`config.mk`:
```
export PLATFORM = sky130hd
export DESIGN_NAME = mac_result_drain_flat
export DESIGN_NICKNAME = d
export VERILOG_FILES = /design/src/rtl/cnn_acc_pkg.sv /design/src/rtl/mac_result_drain_if.sv /design/src/rtl/mac_result_drain_requant_lane.sv /design/src/rtl/mac_result_drain.sv /design/src/flat_wrapper.sv
export SDC_FILE = /design/constraint.sdc
export NUM_CORES = 1
export LEC_CHECK = 0
export CAP_MARGIN = 20
export CORE_ASPECT_RATIO = 0.6
export CORE_MARGIN = 1
export CORE_UTILIZATION = 30
export CTS_BUF_LIST = sky130_fd_sc_hd__clkbuf_8
export DETAILED_ROUTE_END_ITERATION = 8
export PLACE_DENSITY_LB_ADDON = 0.12
export SETUP_SLACK_MARGIN = 0.05
export SYNTH_ARGS = -nofsm -noshare
export SYNTH_HDL_FRONTEND = slang
export SYNTH_HIERARCHICAL = 1
export SYNTH_SLANG_ARGS = --single-unit
```
`constraint.sdc`:
```
create_clock -name clk -period 6.3 [get_ports clk]
set_input_delay 1.26 -clock clk [delete_from_list [all_inputs] [get_ports clk]]
set_output_delay 1.26 -clock clk [all_outputs]
set_load 0.1 [all_outputs]
```
`src/rtl/cnn_acc_pkg.sv`:
```
// Shared constants and types for the CNN accumulator datapath.
// Holds the default lane geometry, the lane-index width helper and the
// result-drain state encoding used by mac_result_drain and its neighbours.
package cnn_acc_pkg;

  localparam int unsigned DEF_NUM_MAC   = 4;
  localparam int unsigned DEF_ACC_WIDTH = 16;
  localparam int unsigned DEF_OUT_WIDTH = 8;
  localparam int unsigned DEF_SHIFT_W   = 4;

  // Width of an index over n items, never narrower than one bit.
  function automatic int unsigned lane_idx_w(input int unsigned n);
    return (n > 1) ? $clog2(n) : 1;
  endfunction

  typedef enum logic [0:0] {
    IDLE = 1'b0,
    SEND = 1'b1
  } drain_state_e;

endpackage

```
`src/rtl/mac_result_drain_if.sv`:
```
// Capture and output handshake bundle for mac_result_drain.
//   capture side : cap_valid/cap_ready, acc_in, shift, relu_en
//   output side  : out_valid/out_ready, out_data, out_lane, out_last, out_sat
// master = surrounding environment (MAC array + writeback), slave = the drain.
interface mac_result_drain_if
  import cnn_acc_pkg::*;
#(
  parameter int unsigned NUM_MAC   = DEF_NUM_MAC,
  parameter int unsigned ACC_WIDTH = DEF_ACC_WIDTH,
  parameter int unsigned OUT_WIDTH = DEF_OUT_WIDTH,
  parameter int unsigned SHIFT_W   = DEF_SHIFT_W
) ();

  localparam int unsigned LANE_W = lane_idx_w(NUM_MAC);

  logic                         cap_valid;
  logic                         cap_ready;
  logic [NUM_MAC*ACC_WIDTH-1:0] acc_in;
  logic [SHIFT_W-1:0]           shift;
  logic                         relu_en;
  logic                         out_valid;
  logic                         out_ready;
  logic [OUT_WIDTH-1:0]         out_data;
  logic [LANE_W-1:0]            out_lane;
  logic                         out_last;
  logic                         out_sat;

  modport master (
    output cap_valid, acc_in, shift, relu_en, out_ready,
    input  cap_ready, out_valid, out_data, out_lane, out_last, out_sat
  );

  modport slave (
    input  cap_valid, acc_in, shift, relu_en, out_ready,
    output cap_ready, out_valid, out_data, out_lane, out_last, out_sat
  );

endinterface

```
`src/rtl/mac_result_drain_requant_lane.sv`:
```
// Combinational requantizer for one accumulator lane:
// optional ReLU, round-half-up arithmetic right shift, signed saturation.
//   x_i        signed accumulator lane
//   shift_i    already-clamped shift amount (0..ACC_WIDTH-1)
//   relu_en_i  clamp negative inputs to zero
//   data_c_o   saturated OUT_WIDTH result
//   sat_c_o    high when the result was clamped
module requant_lane #(
  parameter int unsigned ACC_WIDTH = 16,
  parameter int unsigned OUT_WIDTH = 8,
  parameter int unsigned SH_W      = 4
) (
  input  logic signed [ACC_WIDTH-1:0] x_i,
  input  logic        [SH_W-1:0]      shift_i,
  input  logic                        relu_en_i,
  output logic signed [OUT_WIDTH-1:0] data_c_o,
  output logic                        sat_c_o
);

  // One guard bit so the rounding add cannot wrap.
  localparam int unsigned EW = ACC_WIDTH + 1;
  localparam logic signed [EW-1:0] SAT_MAX = EW'((64'd1 << (OUT_WIDTH - 1)) - 64'd1);
  localparam logic signed [EW-1:0] SAT_MIN = ~SAT_MAX;

  logic signed [ACC_WIDTH-1:0] xr;
  logic signed [EW-1:0]        xe;
  logic        [EW-1:0]        rnd;
  logic signed [EW-1:0]        sum;
  logic signed [EW-1:0]        t;

  // ReLU, round, shift, saturate.
  always_comb begin
    xr       = (relu_en_i && x_i[ACC_WIDTH-1]) ? '0 : x_i;
    xe       = {xr[ACC_WIDTH-1], xr};
    rnd      = '0;
    sum      = xe;
    t        = xe;
    data_c_o = '0;
    sat_c_o  = 1'b0;
    if (shift_i != '0) begin
      rnd = EW'(1) << (shift_i - SH_W'(1));
      sum = xe + rnd;
      t   = sum >>> shift_i;
    end
    if (t > SAT_MAX) begin
      data_c_o = SAT_MAX[OUT_WIDTH-1:0];
      sat_c_o  = 1'b1;
    end else if (t < SAT_MIN) begin
      data_c_o = SAT_MIN[OUT_WIDTH-1:0];
      sat_c_o  = 1'b1;
    end else begin
      data_c_o = t[OUT_WIDTH-1:0];
    end
  end

endmodule

```
`src/rtl/mac_result_drain.sv`:
```
// Captures one NUM_MAC x ACC_WIDTH accumulator vector and streams its lanes,
// lane 0 first, through a shared requantizer onto a valid/ready port.
//   clk, rst  single clock, synchronous active-high reset
//   bus       mac_result_drain_if slave: capture handshake in, lane beats out
// The next capture is accepted on the same cycle the last beat is taken,
// so consecutive vectors stream with no bubble.
module mac_result_drain
  import cnn_acc_pkg::*;
#(
  parameter int unsigned NUM_MAC   = DEF_NUM_MAC,
  parameter int unsigned ACC_WIDTH = DEF_ACC_WIDTH,
  parameter int unsigned OUT_WIDTH = DEF_OUT_WIDTH,
  parameter int unsigned SHIFT_W   = DEF_SHIFT_W
) (
  input logic               clk,
  input logic               rst,
  mac_result_drain_if.slave bus
);

  localparam int unsigned LANE_W = lane_idx_w(NUM_MAC);
  localparam int unsigned SH_W   = lane_idx_w(ACC_WIDTH);
  localparam logic [LANE_W-1:0] LAST_LANE = LANE_W'(NUM_MAC - 1);

  drain_state_e                 state_q;
  logic [LANE_W-1:0]            lane_q;
  logic [NUM_MAC*ACC_WIDTH-1:0] acc_q;
  logic [SH_W-1:0]              shift_q;
  logic                         relu_q;

  logic                         sending;
  logic                         at_last;
  logic                         cap_fire;
  logic                         beat_fire;
  logic [SH_W-1:0]              shift_clamped;
  logic signed [ACC_WIDTH-1:0]  lane_x;
  logic signed [OUT_WIDTH-1:0]  lane_data;
  logic                         lane_sat;

  assign sending   = (state_q == SEND);
  assign at_last   = (lane_q == LAST_LANE);
  assign beat_fire = sending && bus.out_ready;
  assign cap_fire  = bus.cap_valid && bus.cap_ready;

  // Shifts past the accumulator width collapse to the widest meaningful one.
  assign shift_clamped = (32'(bus.shift) > (ACC_WIDTH - 1)) ? SH_W'(ACC_WIDTH - 1)
                                                            : SH_W'(bus.shift);

  // Ready in IDLE, or in SEND exactly when the final beat is being taken.
  assign bus.cap_ready = !rst && (!sending || (at_last && bus.out_ready));

  // Drain FSM plus holding registers.
  always_ff @(posedge clk) begin
    if (rst) begin
      state_q <= IDLE;
      lane_q  <= '0;
      acc_q   <= '0;
      shift_q <= '0;
      relu_q  <= 1'b0;
    end else if (cap_fire) begin
      state_q <= SEND;
      lane_q  <= '0;
      acc_q   <= bus.acc_in;
      shift_q <= shift_clamped;
      relu_q  <= bus.relu_en;
    end else if (beat_fire) begin
      if (at_last) begin
        state_q <= IDLE;
        lane_q  <= '0;
      end else begin
        lane_q  <= lane_q + LANE_W'(1);
      end
    end
  end

  // Select the current lane from the holding register.
  always_comb begin
    lane_x = '0;
    for (int unsigned i = 0; i < NUM_MAC; i++) begin
      if (lane_q == LANE_W'(i)) begin
        lane_x = acc_q[i*ACC_WIDTH +: ACC_WIDTH];
      end
    end
  end

  requant_lane #(
    .ACC_WIDTH (ACC_WIDTH),
    .OUT_WIDTH (OUT_WIDTH),
    .SH_W      (SH_W)
  ) u_requant (
    .x_i       (lane_x),
    .shift_i   (shift_q),
    .relu_en_i (relu_q),
    .data_c_o  (lane_data),
    .sat_c_o   (lane_sat)
  );

  // Beat fields depend only on registered state, so they hold during stalls.
  assign bus.out_valid = sending;
  assign bus.out_data  = sending ? lane_data : '0;
  assign bus.out_lane  = sending ? lane_q    : '0;
  assign bus.out_last  = sending && at_last;
  assign bus.out_sat   = sending && lane_sat;

endmodule

```
`src/flat_wrapper.sv`:
```
// flat-port wrapper written by rule: the top's interface ports become plain ports
module mac_result_drain_flat import cnn_acc_pkg::*;
#(
  parameter int unsigned NUM_MAC   = DEF_NUM_MAC,
  parameter int unsigned ACC_WIDTH = DEF_ACC_WIDTH,
  parameter int unsigned OUT_WIDTH = DEF_OUT_WIDTH,
  parameter int unsigned SHIFT_W   = DEF_SHIFT_W
)
  (clk, rst, bus_cap_valid, bus_acc_in, bus_shift, bus_relu_en, bus_out_ready, bus_cap_ready, bus_out_valid, bus_out_data, bus_out_lane, bus_out_last, bus_out_sat);
  mac_result_drain_if #(.NUM_MAC(NUM_MAC), .ACC_WIDTH(ACC_WIDTH), .OUT_WIDTH(OUT_WIDTH), .SHIFT_W(SHIFT_W)) bus_i ();
  input logic clk;
  input logic rst;
  input wire logic [$bits(bus_i.cap_valid)-1:0] bus_cap_valid;
  input wire logic [$bits(bus_i.acc_in)-1:0] bus_acc_in;
  input wire logic [$bits(bus_i.shift)-1:0] bus_shift;
  input wire logic [$bits(bus_i.relu_en)-1:0] bus_relu_en;
  input wire logic [$bits(bus_i.out_ready)-1:0] bus_out_ready;
  output wire logic [$bits(bus_i.cap_ready)-1:0] bus_cap_ready;
  output wire logic [$bits(bus_i.out_valid)-1:0] bus_out_valid;
  output wire logic [$bits(bus_i.out_data)-1:0] bus_out_data;
  output wire logic [$bits(bus_i.out_lane)-1:0] bus_out_lane;
  output wire logic [$bits(bus_i.out_last)-1:0] bus_out_last;
  output wire logic [$bits(bus_i.out_sat)-1:0] bus_out_sat;
  assign bus_i.cap_valid = bus_cap_valid;
  assign bus_i.acc_in = bus_acc_in;
  assign bus_i.shift = bus_shift;
  assign bus_i.relu_en = bus_relu_en;
  assign bus_i.out_ready = bus_out_ready;
  assign bus_cap_ready = bus_i.cap_ready;
  assign bus_out_valid = bus_i.out_valid;
  assign bus_out_data = bus_i.out_data;
  assign bus_out_lane = bus_i.out_lane;
  assign bus_out_last = bus_i.out_last;
  assign bus_out_sat = bus_i.out_sat;
  mac_result_drain #(.NUM_MAC(NUM_MAC), .ACC_WIDTH(ACC_WIDTH), .OUT_WIDTH(OUT_WIDTH), .SHIFT_W(SHIFT_W)) u_core (.clk(clk), .rst(rst), .bus(bus_i));
endmodule
```
### After elaboration in Yosys (flattened, before gate mapping)

Cells that the tools add are included.

| word-level totals | value |
|---|---|
| flip-flop bits (word level) | 72 |
| bits in latches | 0 |
| memory bits (writable) | 0 |
| memory bits (read-only) | 0 |
| bits of input ports | 73 |
| output and inout bits | 14 |
| word-level logic and storage cells | 47 |
| memories | 0 |

| cells by class | value |
|---|---|
| add/sub/neg operators | 3 |
| $mul | 0 |
| divide/modulo/power cells | 0 |
| magnitude comparators | 2 |
| equal/unequal tests | 3 |
| shift-type cells | 2 |
| mux-type cells | 16 |
| bitwise operators | 0 |
| reduce and logical (&&, ||, !) cells | 16 |

Operators with widths:

| kind | count |
|---|---|
| 16-bit 2-to-1 mux | 5 |
| 8-bit 2-to-1 mux | 3 |
| 17-bit adder | 1 |
| 17-bit by 8-bit > comparator with 1-bit output, second input constant | 1 |
| 17-bit by 8-bit less-than comparator with 1-bit output, second input constant | 1 |
| 17-bit 2-to-1 mux | 1 |
| 1-bit by 4-bit << shifter with 17-bit output, first input constant | 1 |
| 17-bit by 4-bit >>> shifter with 17-bit output | 1 |
| 1-bit logical AND | 7 |
| 1-bit 2-to-1 mux | 5 |
| 2-bit equality test, second input constant | 2 |
| 2-bit 2-to-1 mux | 2 |
| 2-bit nonzero test | 2 |
| 4-bit nonzero test | 1 |
| 4-bit by 1-bit subtractor with 4-bit output, second input constant | 1 |
| 2-bit by 1-bit adder with 2-bit output, second input constant | 1 |
| 2-bit by 1-bit equality test with 1-bit output, second input constant | 1 |
| 1-bit zero test | 2 |
| 2-bit zero test | 1 |
| 2-bit AND reduction | 1 |
| 2-bit OR reduction | 1 |
| 1-bit logical OR | 1 |

### Longest topological paths before layout

| logic depth | value |
|---|---|
| depth in word-level cells | 14 |
| depth in mapped cells | 23 |
| depth with buffers taken out | 20 |

### Modules after synthesis

Netlist, hierarchy kept.

Modules (own cells, without submodules):

| module | instances | cells an instance | area an instance (um^2) | seq. area each (um^2) |
|---|---|---|---|---|
| mac_result_drain | 1 | 333 | 3470.8 | 1441.4 |
| requant_lane | 1 | 408 | 2775.2 | 0.0 |

### Worst setup path after synthesis

OpenSTA, ideal clock, no wires.

| timing path | value |
|---|---|
| path type | reg-to-output |
| start | reg u_core.lane_q[1] |
| end | out bus_out_data[0] |
| arrival time | 5582 ps |
| data required time | 5040 ps |
| slack | -542 ps |
| cell stages (with the launch flop) | 24 |
| path buffers | 3 |
| path through | dfxtp_1 > inv_1 > ha_1 > buf_2 > nor2b_1 > clkbuf_1 > a221oi_1 > o31ai_1 > nand2_1 > clkbuf_1 > and2_1 > ha_1 > fa_1 > a211oi_2 > o211ai_2 > a21oi_1 > mux2i_1 > a21oi_1 > a2111oi_4 > o21bai_2 > a2111oi_4 > nor2_2 > nor3_1 > and2_1 |

| between the ends | value |
|---|---|
| longest elaborated chain between the ends | 14 |
| elaborated cells on any way between the ends | 18 |
| classes of those cells | 1 x add/sub; 2 x order compare; 3 x eq/ne; 1 x shift; 9 x mux; 2 x reduce/logical |

RTL lines:

| item | RTL line | text |
|---|---|---|
| start: declaration | mac_result_drain.sv:25 | `logic [LANE_W-1:0] lane_q;` |
| start signal: assignment | mac_result_drain.sv:70 | `lane_q <= lane_q + LANE_W'(1);` |
| 2-bit zero test | mac_result_drain.sv:79 | `if (lane_q == LANE_W'(i)) begin` |
| 16-bit 2-to-1 mux (3 in a row) | mac_result_drain.sv:79 |  |
| 16-bit 2-to-1 mux (*) | mac_result_drain.sv:79 |  |
| named net u_core.lane_x[15] | mac_result_drain.sv:35 | `logic signed [ACC_WIDTH-1:0] lane_x;` |
| 1-bit logical AND | mac_result_drain_requant_lane.sv:33 | `xr = (relu_en_i && x_i[ACC_WIDTH-1]) ? '0 : x_i;` |
| 16-bit 2-to-1 mux (*) | mac_result_drain_requant_lane.sv:33 |  |
| 17-bit adder | mac_result_drain_requant_lane.sv:42 | `sum = xe + rnd;` |
| 17-bit by 4-bit >>> shifter with 17-bit output | mac_result_drain_requant_lane.sv:43 | `t = sum >>> shift_i;` |
| 17-bit 2-to-1 mux (*) | mac_result_drain_requant_lane.sv:40 | `if (shift_i != '0) begin` |
| 17-bit by 8-bit less-than comparator with 1-bit output | mac_result_drain_requant_lane.sv:48 | `end else if (t < SAT_MIN) begin` |
| 8-bit 2-to-1 mux | mac_result_drain_requant_lane.sv:48 |  |
| 8-bit 2-to-1 mux (*) | mac_result_drain_requant_lane.sv:45 | `if (t > SAT_MAX) begin` |
| named net u_core.lane_data[0] | mac_result_drain.sv:36 | `logic signed [OUT_WIDTH-1:0] lane_data;` |
| 8-bit 2-to-1 mux (*) | mac_result_drain.sv:99 | `assign bus.out_data = sending ? lane_data : '0;` |
| end: declaration | flat_wrapper.sv:20 | `output wire logic [$bits(bus_i.out_data)-1:0] bus_out_data;` |

The timed path passes the listed nets; every way through them passes the cells marked *.

### Worst setup path after layout

| timing path | value |
|---|---|
| start | reg u_core.lane_q[1] |
| end | out bus_out_data[3] |

Same word-level chain as after synthesis.

==> key figures <==
Timing
  – Final critical delay including setup and external delays: 6.450 ns
  – Final Hold Fails: 0
  – Max-slew headroom at the worst pin: 0.2682
  – Tightest hold margin: 0.5958 ns
  – Final setup violation count: 8
  – Worst-case clock skew: 0.008577 ns
  – Final clock period utilization by the worst path: 1.024
  – Post-route setup slack: -0.1501 ns
  – Count of final max-slew check failures: 0
  – Achievable frequency: 155.0 MHz
  – Setup repair after global routing missed its margin: yes
  – Transition at the pin with the smallest max-transition slack: 1.094 ns

Detailed routing
  – Count of routing violations after the opening detailed-route iteration: 618
  – Routed WL per cell: 20.10 microns
  – Via count: 6231
  – Post-detailed-routing wire length: 22930 microns
  – Drc violations: 0
  – Detailed Routing Iterations Pass 1: 6
  – Via count normalized by instance count: 5.461
  – Final ANT Viol Nets: 0

Global routing
  – Number of global-route vias before repair: 5952
  – Maximum number of pins on one net before global-route repair: 74
  – Grt ovf: 0
  – First-pass GRT wire length: 34890 microns
  – Gr usage total: 0.2137
  – Antenna violations before repair: 0

Place
  – Total half-perimeter wirelength after legalization and detailed placement: 17200 microns
  – Global placer's final weighted congestion: 0.8999
  – Placed Cells incl. Taps: 1108
  – Port-buffer cells: 86

Floorplan
  – Floorplan Core Area: 0.02022 sq mm
  – Area enclosed by the die boundary: 0.02142 sq mm
  – Count of boundary I/O pins: 87
  – Die width: 188.3 microns
  – Height of the die: 113.8 microns
  – Initial cell density of the core: 0.3089
  – Cell Rows: 40

Yosys
  – Async set or reset register ratio after synthesis: 0
  – Most common library cells after synthesis: 92 x sky130_fd_sc_hd__nor2b_1, 72 x sky130_fd_sc_hd__dfxtp_1, 69 x sky130_fd_sc_hd__mux2_2, 60 x sky130_fd_sc_hd__nand2_1, 56 x sky130_fd_sc_hd__nor2_1
  – Adder-cell share of the synthesized area: 0.04327
  – Syn Nets: 835
  – Sequential element share of the synthesized area: 0.2308
  – Post-Synth Simple-Gate Area: 0.2556
  – Count of flip-flops with a built-in enable after synthesis: 0
  – Main combinational cell family by area after synthesis: simple AND/OR/NAND/NOR gates
  – Netlist area before placement: 0.006246 sq mm
  – Number of distinct standard cells referenced by the synthesized netlist: 84
  – #FFs+latches synth: 72
  – Multiplexer area fraction after synthesis: 0.1595
  – Main synth FF type: sky130_fd_sc_hd__dfxtp_1
  – Top area cells in the synthesized netlist: sky130_fd_sc_hd__dfxtp_1 23%, sky130_fd_sc_hd__mux2_2 12%, sky130_fd_sc_hd__nor2b_1 9.2%
  – Average footprint of a synthesized cell: 8.429 sq um
  – Area share of the leading cell type in the synthesized netlist: 0.2308
  – Synth Area in Compound Gates: 0.2362
  – Top cell type by total area after synthesis: sky130_fd_sc_hd__dfxtp_1
  – Most frequent cell after synthesis: sky130_fd_sc_hd__nor2b_1
  – Fraction of synthesized cell area in xor and xnor cells: 0.02224
  – Syn Inst Count: 741
  – Yosys warning total: 6

Final layout
  – Fraction of final layout cells sized beyond drive strength 1: 0.3502
  – Total Nets Final: 957
  – Area growth from synthesis to layout: 38.14%
  – Number of fill cells: 2003
  – Sequential standard cell area: 0.001446 sq mm
  – Area of the multi-input gates: 0.005044 sq mm
  – Count of placed standard cells in the final layout, fillers left out: 1141
  – Antenna Diode Count: 0

Outcome
  – Failing checks: setup timing
  – Run status: finished with violations

Clock tree
  – CTS tree: built
  – Root buffer selected by CTS: sky130_fd_sc_hd__clkbuf_8
  – Clock slew at the register clock pins of the worst setup and hold paths: 0.08 ns
  – CTS buffer count: 9
  – Deepest level of the CTS H-tree: 3
  – Hold bufs inserted after CTS: 0
  – Largest buffer count on any clock path: 2
  – Clock latency of the later-clocked register in the worst-skew pair: 0.36 ns
  – Num Clock Sinks: 72

Job
  – Max-Cap Viols: 0

Min path
  – Worst min-delay path endpoint: u_core/acc_q[35]
  – Cell depth of the worst min-delay path: 2
  – Hold_sp: u_core/acc_q[35]
  – Hold WC Path Type: register to register

Worst setup path
  – R2r endpoint: u_core/acc_q[53]
  – Startpoint of the most critical register-to-register path: u_core/lane_q[0]
  – CP max FO: 5
  – Data required time of the critical path: 5.04 ns
  – Classification of the worst setup path: register to output port
  – Arrival time at the worst endpoint: 5.19 ns
  – Worst setup SP type: register
  – Capturing element type of the critical path: output port
  – Reg-to-reg slack, setup: 3.94 ns
  – Reg2Reg Depth: 7

Pwr
  – Power density of the placed cells: 185.9 mW/mm^2
  – Lkg Pwr: 3.256 nW
  – Worst IR drop on VDD: 122.0 uV
## worst max path at each step
| stage | from | end | cells past startpoint |
|---|---|---|---|
| final | u_core/lane_q[1] | bus_out_data[3] | 23 |
| after global routing | u_core/lane_q[1] | bus_out_data[3] | 22 |
| after CTS | u_core/lane_q[0] | bus_out_data[3] | 22 |
| after detailed placement | u_core/lane_q[1] | bus_out_data[3] | 22 |
| after global placement | u_core/lane_q[1] | bus_out_data[0] | 22 |
| after floorplan | u_core/lane_q[1] | bus_out_data[0] | 23 |
## layer usage
layer / up-vias / global-route usage / wire length (microns)
met1: 2991 / 0.3333 / 11880
met4: 0 / 0.03902 / 258
li1: 2956 / - / -
met3: 27 / 0.06769 / 2188
met2: 257 / 0.2768 / 8606
met5: - / 0 / 0
## kinds of logic (layout without fill, tap and decap cells)
group	count (synthesis)	after routing
XOR/XNOR	15	15
flip-flops	72	72
AND/OR/NAND/NOR	295	295
adder cells (fa/ha/maj)	21	21
multiplexers	86	86
buffers and inverters	61	188
AO/OA/AOI/OAI	191	191
## worst max-delay path, stage by stage, from the launching register on
cell and delay, ns:
sky130_fd_sc_hd__dfxtp_2 0.34, sky130_fd_sc_hd__inv_2 0.06, sky130_fd_sc_hd__ha_4 0.17, sky130_fd_sc_hd__nor2b_4 0.17
sky130_fd_sc_hd__a221oi_4 0.10, sky130_fd_sc_hd__o31ai_4 0.26, sky130_fd_sc_hd__nand2_2 0.15, sky130_fd_sc_hd__and2_4 0.20
sky130_fd_sc_hd__ha_4 0.16, sky130_fd_sc_hd__fa_2 0.37, sky130_fd_sc_hd__a211oi_4 0.36, sky130_fd_sc_hd__o21ai_4 0.13
sky130_fd_sc_hd__a21o_1 0.22, sky130_fd_sc_hd__a32o_1 0.25, sky130_fd_sc_hd__a31oi_1 0.21, sky130_fd_sc_hd__buf_4 0.21
sky130_fd_sc_hd__nand3_1 0.11, sky130_fd_sc_hd__a31o_2 0.25, sky130_fd_sc_hd__a2111oi_4 0.26, sky130_fd_sc_hd__buf_4 0.19
sky130_fd_sc_hd__nor2_4 0.06, sky130_fd_sc_hd__a211oi_2 0.22, sky130_fd_sc_hd__and2_4 0.18, sky130_fd_sc_hd__buf_12 0.17
## cell type report
| cell class | instances | share of cell area |
|---|---|---|
| clock buffer | 10 | 0.01595 |
| clock inverter | 6 | 0.007976 |
| inverter | 7 | 0.003335 |
| multi-input combinational | 608 | 0.5845 |
| sequential | 72 | 0.1676 |
| tap | 273 | 0.03959 |
| timing repair buffer | 165 | 0.1810 |
## per-stage QoR
step | util | TNS (ns) | setup WS [ns] | total power, W | cell area (sq um)
6_report | 0.4267 | -0.7428 | -0.1501 | 0.001604 | 8628
5_1_grt | 0.4267 | -2.735 | -0.4273 | 0.001684 | 8628
4_1_cts | 0.4169 | -0.3913 | -0.07660 | 0.001584 | 8429
2_1_floorplan | - | 0 | 0.07512 | 0.0009157 | 6272
3_5_place_dp | 0.3819 | -0.2101 | -0.05992 | 0.001148 | 7722
3_3_place_gp | 0.3819 | 0 | 0.02289 | 0.001148 | 7722
## placed cells by master (no fill, tap or decap), drive strengths merged, types with 4 or more instances in the layout
master,netlist,routed
nor2b,92,92
buf,25,89
clkdlybuf4s50,0,76
mux2,75,75
dfxtp,72,72
nand2,61,61
nor2,58,58
a21oi,41,41
o21ai,28,28
and2,28,28
a221oi,20,20
ha,20,20
o31ai,19,19
a211oi,15,15
nor3,14,14
xnor2,13,13
clkbuf,29,10
o211ai,10,10
a21o,8,8
a211o,8,8
nand3,8,8
mux2i,8,8
nand4,7,7
o221ai,7,7
inv,6,6
nor4,5,5
a31oi,5,5
clkinv,1,5
nor3b,5,5
and3,4,4
## power breakdown
part	switching, W	internal (W)	total, W
combinational	0.000395	0.000316	0.000711
clock	0.000188	0.000195	0.000383
sequential	0.0000226	0.000487	0.000510
## flip-flops by register name, summed over array words and instances (netlist names)
register and flops:
u_core/acc_q 64, u_core/shift_q 4, u_core/lane_q 2, u_core/bus.out_valid 1, u_core/relu_q 1
## repair_timing
item | in CTS | in global routing
setup endpoints to repair | 8 | 8
cloned | 1 | 1
buffers inserted | 11 | 5
pin swaps | 25 | 21
gates resized for setup | 91 | 32
(Power assumes the default switching activity.)
==> patch: new RTL, same flow settings <==
Reset style: asynchronous (`rst`), changed in one clocked block. Comments in the files are not updated.
--- a/src/rtl/mac_result_drain.sv
+++ b/src/rtl/mac_result_drain.sv
@@ -49,7 +49,7 @@
   assign bus.cap_ready = !rst && (!sending || (at_last && bus.out_ready));
 
   // Drain FSM plus holding registers.
-  always_ff @(posedge clk) begin
+  always_ff @(posedge clk or posedge rst) begin
     if (rst) begin
       state_q <= IDLE;
       lane_q  <= '0;
Check against the original RTL: differs if rst is asserted again (counterexample within 4 cycles, from zero or initial values and one cycle with rst high); with rst held inactive, the same outputs for 4 cycles.
==> patch against the unedited design <==
Core utilization up 1.5 points. Register-to-register slack better by 0.26 ns. Final area up 3.0%. Synthesized area down 0.88%. First-iteration DRC count down 25%. Wire length down 4.1%. Non-clock buffer count up 4. Synthesized cell count down 15%. Sequential cell count unchanged. Count of clock-buffer cells in the layout down 1. Setup slack better by 0.30 ns. Die area down 0.87%. Critical path type unchanged.
Power is not shown: default switching activity piles up to over one toggle a cycle in this logic, so the estimate is an artifact.
==> patch: results <==
metrics = {
    "drt": {
        "num_vias": 5707,
        "viasPerCell": 5.440,
        "wl_per_cell_um": 20.95,
        "drt_first_iter_violations": 465,
        "wl_met3_um": 1977,
        "met2_length_um": 8647,
        "drcViolationCount": 0,
        "drt-met1-wl_um": 11250,
        "first_pass_iters": 5,
    },
    "synth": {
        "synth_area_leaders": "dfrtp_1 29%, mux2_4 16%, ha_1 4.0%",
        "async_reset_ff_share_pct": 100.0,
        "seq_area_frac_synth_pct": 29.10,
        "ys_top_cells_by_count": "72 x dfrtp_1, 67 x mux2_4, 62 x nand2_1, 49 x nor2_1, 40 x a21oi_1",
        "avgSynthCellArea_um2": 9.780,
        "synth.distinct_cells": 87,
        "syn-num-nets": 727,
    },
    "finish": {
        "layout-drive-gt1-share_pct": 41.11,
        "fin_nets": 865,
        "num-fill-cells": 1945,
    },
    "timing": {
        "finalClockSkew_ns": 0.01408,
        "slew_headroom_pct": 34.27,
    },
    "setup_path": {
        "cp_max_fo": 7,
        "arrival_ns": 4.89,
    },
    "grt": {
        "track_usage_pct": 20.54,
        "grt_pass1_wl_um": 33730,
        "grt_max_degree": 73,
        "grt_pass1_vias": 5599,
    },
    "cts": {
        "cts-root-buf": "clkbuf_8",
        "clockBufferDepth": 2,
        "clkTransAtPathRegs_ns": 0.08,
    },
    "place": {
        "dp_slack_ns": -0.2193,
        "dp_hpwl_um": 16150,
        "placed_area_mm2": 0.007467,
        "gp_congestion": 0.9322,
    },
    "outcome": {
        "outcome": "completed",
    },
}
==> patch: path summary, 6_finish.rpt <==
check,cells past startpoint,slack [ns],endpoint,from
min reg2reg,1,0.51,u_core/acc_q[17],u_core/acc_q[17]
max reg2reg,6,4.20,u_core/acc_q[6],u_core/lane_q[1]
min,1,0.51,u_core/acc_q[17],u_core/acc_q[17]
min in group asynchronous,3,1.61,u_core/acc_q[47],rst
max,25,0.15,bus_out_data[5],u_core/lane_q[1]
max in group asynchronous,3,4.01,u_core/lane_q[0],rst
==> patch: final cells by class <==
class / count / area share [%]
Clock buffer: 9 / 1.394
Tap cell: 273 / 3.845
Clock inverter: 7 / 1.338
Multi-Input combinational cell: 505 / 53.63
Sequential cell: 72 / 20.31
Timing Repair Buffer: 169 / 18.86
Inverter: 14 / 0.6197
==> patch: timing repair <==
action,CTS,global route
setup endpoints to repair,8,8
setup buffers,19,18
resized for setup,95,90
gates cloned,0,1
pin swaps,42,57
==> patch: per-layer routing <==
| layer | GRT usage [%] | vias up |
|---|---|---|
| met1 | 33.20 | 2833 |
| li1 | - | 2635 |
| met5 | 0 | - |
| met4 | 2.602 | 0 |
| met3 | 4.529 | 10 |
| met2 | 27.41 | 229 |
==> patch: kinds of logic (layout without fill, tap and decap cells) <==
family	count (synthesis)	in the layout	share of synthesized area [%]
multiplexers	76	76	17.76
buffers and inverters	56	199	6.912
flip-flops	72	72	29.10
AO/OA/AOI/OAI	189	189	22.37
AND/OR/NAND/NOR	206	206	17.64
XOR/XNOR	13	13	1.839
adder cells (fa/ha/maj)	21	21	4.365
==> patch: critical path, cell delays in order, from the launching register on <==
cell	delay, ns
dfrtp_2	0.45
inv_2	0.08
ha_4	0.17
nand3b_1	0.20
a31oi_4	0.23
nand2_4	0.10
buf_6	0.15
and2_4	0.18
ha_4	0.27
a211oi_4	0.07
buf_6	0.13
o211a_4	0.24
nor4_4	0.29
buf_4	0.17
o21ai_4	0.09
buf_6	0.14
a21oi_4	0.13
a211oi_2	0.04
buf_4	0.18
a22o_1	0.24
nand4b_1	0.20
buf_6	0.16
nor3b_2	0.20
o22ai_2	0.10
and2_4	0.18
buf_12	0.16
==> patch: per-stage QoR <==
stage,utilization (%),TNS (ns)
final,44.15,0
after global routing,44.15,-0.07917
after CTS,41.60,0
after detailed placement,37.11,-1.361
after global placement,37.11,-0.7444
after floorplan,-,0
